File: src/rtl/acc_cpu_mc.sv
// Multi-cycle accumulator processor: FETCH/EXEC/MEM/HALT sequencing,
// handshaked data-memory port, carry/zero flags and a general register bank.
module acc_cpu_mc #(
  parameter int unsigned DW   = 8,
  parameter int unsigned AW   = 8,
  parameter int unsigned NREG = 4
) (
  input  logic          clk,
  input  logic          reset,
  output logic [AW-1:0] imem_addr,
  input  logic [AW+3:0] imem_data,
  output logic          dmem_req,
  output logic          dmem_we,
  output logic [AW-1:0] dmem_addr,
  output logic [DW-1:0] dmem_wdata,
  input  logic [DW-1:0] dmem_rdata,
  input  logic          dmem_ack,
  output logic [AW-1:0] pc,
  output logic [DW-1:0] acc,
  output logic          flag_z,
  output logic          flag_c,
  output logic          halted,
  output logic          retire
);

  localparam int unsigned IW  = AW + 4;
  localparam int unsigned RIW = (NREG > 1) ? $clog2(NREG) : 1;

  typedef enum logic [1:0] {FETCH, EXEC, MEM, HALT} state_t;

  typedef enum logic [3:0] {
    OP_NOP  = 4'h0, OP_LDAC = 4'h1, OP_STAC = 4'h2, OP_MVAC = 4'h3,
    OP_MOVR = 4'h4, OP_JUMP = 4'h5, OP_JMPZ = 4'h6, OP_JPNZ = 4'h7,
    OP_ADD  = 4'h8, OP_SUB  = 4'h9, OP_INAC = 4'hA, OP_CLAC = 4'hB,
    OP_AND  = 4'hC, OP_OR   = 4'hD, OP_XOR  = 4'hE, OP_NOT  = 4'hF
  } op_t;

  state_t        state;
  logic [IW-1:0] ir;
  logic [DW-1:0] regs [NREG];

  op_t           op;
  logic [AW-1:0] t;
  logic [RIW-1:0] ridx;
  logic [DW-1:0] r;

  logic [DW:0]   sum_add;
  logic [DW:0]   sum_sub;
  logic [DW:0]   sum_inc;
  logic [DW-1:0] alu_res;
  logic          alu_c;

  assign op         = op_t'(ir[IW-1:IW-4]);
  assign t          = ir[AW-1:0];
  assign imem_addr  = pc;
  assign dmem_addr  = t;
  assign dmem_wdata = acc;

  // Register index is the low operand bits; a single-register bank always uses entry 0.
  generate
    if (NREG > 1) begin : g_ridx
      assign ridx = t[RIW-1:0];
    end else begin : g_ridx_one
      assign ridx = '0;
    end
  endgenerate

  assign r = regs[ridx];

  // Carry/borrow is bit DW of the widened sum or difference.
  assign sum_add = {1'b0, acc} + {1'b0, r};
  assign sum_sub = {1'b0, acc} - {1'b0, r};
  assign sum_inc = {1'b0, acc} + (DW+1)'(1);

  // Accumulator-result ALU for opcodes 8..F.
  always_comb begin
    alu_res = acc;
    alu_c   = flag_c;
    case (op)
      OP_ADD:  {alu_c, alu_res} = sum_add;
      OP_SUB:  {alu_c, alu_res} = sum_sub;
      OP_INAC: {alu_c, alu_res} = sum_inc;
      OP_CLAC: alu_res = '0;
      OP_AND:  alu_res = acc & r;
      OP_OR:   alu_res = acc | r;
      OP_XOR:  alu_res = acc ^ r;
      OP_NOT:  alu_res = ~acc;
      default: alu_res = acc;
    endcase
  end

  // Control FSM with all architectural state and registered outputs.
  always_ff @(posedge clk or posedge reset) begin
    if (reset) begin
      state    <= FETCH;
      pc       <= '0;
      acc      <= '0;
      ir       <= '0;
      flag_z   <= 1'b0;
      flag_c   <= 1'b0;
      halted   <= 1'b0;
      retire   <= 1'b0;
      dmem_req <= 1'b0;
      dmem_we  <= 1'b0;
      for (int unsigned i = 0; i < NREG; i++) regs[RIW'(i)] <= '0;
    end else begin
      retire <= 1'b0;
      case (state)
        FETCH: begin
          ir    <= imem_data;
          pc    <= pc + AW'(1);
          state <= EXEC;
        end
        EXEC: begin
          state  <= FETCH;
          retire <= 1'b1;
          case (op)
            OP_NOP: begin
              if (&t) begin
                state  <= HALT;
                halted <= 1'b1;
              end
            end
            OP_LDAC: begin
              dmem_req <= 1'b1;
              dmem_we  <= 1'b0;
              retire   <= 1'b0;
              state    <= MEM;
            end
            OP_STAC: begin
              dmem_req <= 1'b1;
              dmem_we  <= 1'b1;
              retire   <= 1'b0;
              state    <= MEM;
            end
            OP_MVAC: regs[ridx] <= acc;
            OP_MOVR: begin
              acc    <= r;
              flag_z <= (r == '0);
            end
            OP_JUMP: pc <= t;
            OP_JMPZ: if (flag_z) pc <= t;
            OP_JPNZ: if (!flag_z) pc <= t;
            default: begin
              acc    <= alu_res;
              flag_z <= (alu_res == '0);
              if (op == OP_ADD || op == OP_SUB || op == OP_INAC) flag_c <= alu_c;
            end
          endcase
        end
        MEM: begin
          if (dmem_ack) begin
            if (!dmem_we) begin
              acc    <= dmem_rdata;
              flag_z <= (dmem_rdata == '0);
            end
            dmem_req <= 1'b0;
            dmem_we  <= 1'b0;
            retire   <= 1'b1;
            state    <= FETCH;
          end
        end
        HALT: begin
          halted   <= 1'b1;
          dmem_req <= 1'b0;
          dmem_we  <= 1'b0;
        end
        default: state <= FETCH;
      endcase
    end
  end

endmodule
File: config.mk
export PLATFORM = sky130hd
export DESIGN_NAME = acc_cpu_mc
export DESIGN_NICKNAME = d
export VERILOG_FILES = /design/src/rtl/acc_cpu_mc.sv
export SDC_FILE = /design/constraint.sdc
export NUM_CORES = 1
export LEC_CHECK = 0
export ABC_AREA = 1
export BUFFER_PORTS_ARGS = -buffer_cell sky130_fd_sc_hd__buf_2
export CORE_MARGIN = 2
export CORE_UTILIZATION = 30
export DETAILED_ROUTE_END_ITERATION = 7
export SLEW_MARGIN = 20
export SYNTH_ARGS = -nofsm -noshare
export SYNTH_HDL_FRONTEND = slang
export SYNTH_SLANG_ARGS = --single-unit
File: constraint.sdc
create_clock -name clk -period 4.1 [get_ports clk]
set_clock_uncertainty 0.1 [all_clocks]
set_input_delay 0.615 -clock clk [delete_from_list [all_inputs] [get_ports clk]]
set_output_delay 0.615 -clock clk [all_outputs]
set_load 0.01 [all_outputs]
==> impl_results.md <==
* Result of the run: completed
* Number of enable flip-flop cells after synthesis at 0
* Most used standard cell by instance count after synthesis: nand2_1
* Placeable core region at roughly 17000 um^2
* Hold_ws at between 300 and 400 ps
* Internal power at approximately 2.4 mW
* Post-CTS repair timing setup buffer count at 0
* CTS max path bufs at 2
* Total Die Area at around 18000 um^2
* Die height at 134 um
* Cell taking the most area after synthesis: dfrtp_1
* Row Count at between 40 and 50
* Seq cells post-synth at approximately 70
* Fin cells at ~970
* Relative slew slack at about 46%
* Sequential area share after synthesis at between 30% and 40%
* Area growth from synthesis to layout at 13.2%
* Critical path data arrival time at ~3400 ps
* Number of buffers added by the clock tree synthesis step at 9
* Final hold violation count at 0
* CP cell instances: nand2_1 > inv_2 > a221oi_4 > inv_2 > ha_1 > fa_1 > or2_2 > nand3_1 > nand2_1 > nor2_1 > nand3_1 > nor2_1 > nand3_1 > nor2_1 > nand3_1 > nand2_1 > nand2_1 > a21oi_2
* Synthesized netlist cell count at 702
* H-tree depth at 3
* Sum of overflow across all layers after global routing at 0
* Number of port buffers at between 60 and 70
* Most used flip-flop cell after synthesis: dfrtp_1
* TritonCTS clock tree: done
* Final net count at 801
* Final estimated routing congestion in global placement at between 0.9 and 1
* Via density per instance at slightly below 5
* TNS Setup at 0 ps
* Placed wire-length estimate at approximately 11000 um
* Post-route fraction of the period consumed by the critical path at 79.3%
* P_sw at between 2 and 3 mW
* Crit end category: register
* Power Dens Cells at 875 nW/um^2
* Antenna Diode Count at 0
* Cell type group with the largest total delay on the critical path: simple AND/OR/NAND/NOR gates
* WL final at 14400 um
* CTS clock-pin slew for the worst setup and hold paths at approximately 60 ps
* Setup crit start kind: register
* Fraction of power spent switching nets at between 50 and 60%
* DRC viols at 0
* Cell count after placement at ~950
* Proportion of layout cells with a drive suffix above 1 at between 10% and 20%
* WL/cell at 14.9 um
* Delay of the slowest critical-path stage at ~450 ps
* Maximum resistive drop on vdd at approximately 0.00027 V
* Number of buffer and inverter instances along the worst setup path at 2
* Setup repair after global routing missed its margin: false
* Synthesized net count at 760
* Total of cells resized after clock tree synthesis at 0
* First DRT Iteration DRCs at between 300 and 400
* Via count of the first global-routing pass at 4450
* Final period demand of the worst path at between 3000 and 4000 ps
* Total via count in the routed design at 4761
* Hold Path Class: input pin to async pin
* Number of library cell types mapped by synthesis at between 40 and 50
* Critical Path Fanout Max at 9
* Root buffer selected by CTS: clkbuf_16
* Skew-Pair Late Insertion Delay at 330 ps
* Overall Global Routing Usage at 16.4%
* Sinks on Clock Net at a little under 70
* Register share of total power at 25.9%
* Kind of critical path: register to register
* I/O pins at slightly below 70
* Number of violations of the max-capacitance limit at 0
* Slowest-stage cell, CP: dfrtp_1
* Critical path data required time at 4260 ps
* Static Leakage at roughly 2.8 nW
* Pin count of the biggest net entering global routing at 48
* Synth top area share at between 30% and 40%
* Number of iterations in the first detailed-routing pass at 5
* Antenna violations before repair at 0
* Number of buffers inserted for hold repair after clock tree synthesis at 0
* Final ANT Viol Nets at 0
* Synth Warn # at 0
* Part of the power in the clock network at 15.5%
* Achievable clock frequency at just over 0.3 GHz
* Ranking of synthesized cells by area: dfrtp_1, nand2_1, ha_1, o21ai_0, nor2_1
* Worst Max-Slew Pin Slew at 803 ps
* Die width at 134 um
* Average cell area after synthesis at 7.18 um^2
* Initial standard-cell utilization of the core at 30.5%
* Mapped cell area at 5040 um^2
* Leading cell types by count after synthesis: nand2_1, dfrtp_1, o21ai_0
* Wire length of the first global-routing pass at between 20000 and 25000 um
* Pins Over Slew Limit at 0
* # setup viols final at 0
* Part of the power in combinational logic at 58.6%
* Share of synthesized registers carrying an async set or reset at between 90% and 100%
-- power by group through the flow --
stage / sequential [mW] / clock [mW] / combinational [mW]
final: 1.29 / 0.774 / 2.93
after global routing: 1.34 / 0.822 / 3.30
after CTS: 1.29 / 0.790 / 2.91
after detailed placement: 1.30 / 0 / 2.89
after global placement: 1.30 / 0 / 2.89
after floorplan: 1.24 / 0 / 2.25
-- cell families (layout without fill, tap and decap cells) --
group | Yosys count | in the layout | share of synthesized area (%)
fa+ha+maj | 35 | 35 | 8.98
flops | 68 | 68 | 33.8
buf+inv | 112 | 158 | 10.5
compound gates | 146 | 146 | 17.4
simple gates | 341 | 341 | 29.3
-- cells in the final DEF (no fill, tap or decap), types with 2 or more instances in the layout --
cell type,count
a211oi_1,5
a21oi_1,28
a21oi_2,2
a221oi_2,5
a22oi_1,6
a31oi_1,4
buf_2,68
buf_4,2
clkbuf_1,2
clkbuf_16,9
clkinv_1,3
clkinv_2,3
dfrtp_1,68
fa_1,2
ha_1,33
inv_1,55
inv_2,13
nand2_1,189
nand2_2,4
nand2_4,3
nand3_1,47
nand3b_1,3
nand4_1,6
nor2_1,65
nor2_2,4
nor3_1,9
nor3_2,2
nor4_1,3
o211ai_1,5
o21ai_0,68
o21ai_1,9
o22ai_1,9
or2_2,2
-- final cells by class --
class	count	area, um^2
Fill cell	1742	10800
Multi-Input combinational cell	522	2810
Sequential cell	68	1700
Timing Repair Buffer	70	355
Tap cell	220	275
Inverter	72	272
Clock buffer	12	246
Clock inverter	4	48.8
-- routing by layer --
metal  GRT usage, %  up-vias  wire length, um
li1               -     2386                -
met1           21.6     2208             6460
met2           26.9      141             6910
met3           2.85       26              652
met4           6.56        0              429
met5              0        -                0
-- stage by stage --
step / utilization (%) / setup slack [ps] / area [um^2] / total power, mW
4_1_cts: 34.5 / 844 / 5710 / 4.99
3_5_place_dp: 32.7 / 874 / 5410 / 4.20
3_3_place_gp: 32.7 / 964 / 5410 / 4.19
5_1_grt: 34.5 / 555 / 5710 / 5.46
2_1_floorplan: - / 1220 / 5040 / 3.49
6_report: 34.5 / 848 / 5710 / 4.99
-- worst register-to-register path, stage by stage, from the launching register on --
cell,delay [ps]
dfrtp_1,450
nand2_1,140
inv_2,120
a221oi_4,360
inv_2,80
ha_1,220
fa_1,450
or2_2,320
nand3_1,80
nand2_1,50
nor2_1,80
nand3_1,90
nor2_1,100
nand3_1,100
nor2_1,110
nand3_1,80
nand2_1,70
nand2_1,60
a21oi_2,110
-- worst paths after layout --
| path | from | endpoint | slack [ps] | cells after the start |
|---|---|---|---|---|
| min | reset | imem_addr[1] | 310 | 2 |
| max reg2reg | ir[0] | flag_z | 850 | 18 |
| max in group asynchronous | reset | regs[1] | 2790 | 3 |
| max | ir[0] | flag_z | 850 | 18 |
| min reg2reg | regs[30] | regs[30] | 390 | 2 |
| min in group clk | imem_data[7] | ir[7] | 380 | 3 |
-- sequential cells by signal, summed over array words and instances, names as in the netlist --
signal / cells
retire: 1
ir: 12
halted: 1
acc: 8
state: 2
regs: 32
dmem_req: 1
flag_c: 1
dmem_we: 1
imem_addr: 8
flag_z: 1
(Power assumes the default switching activity.)
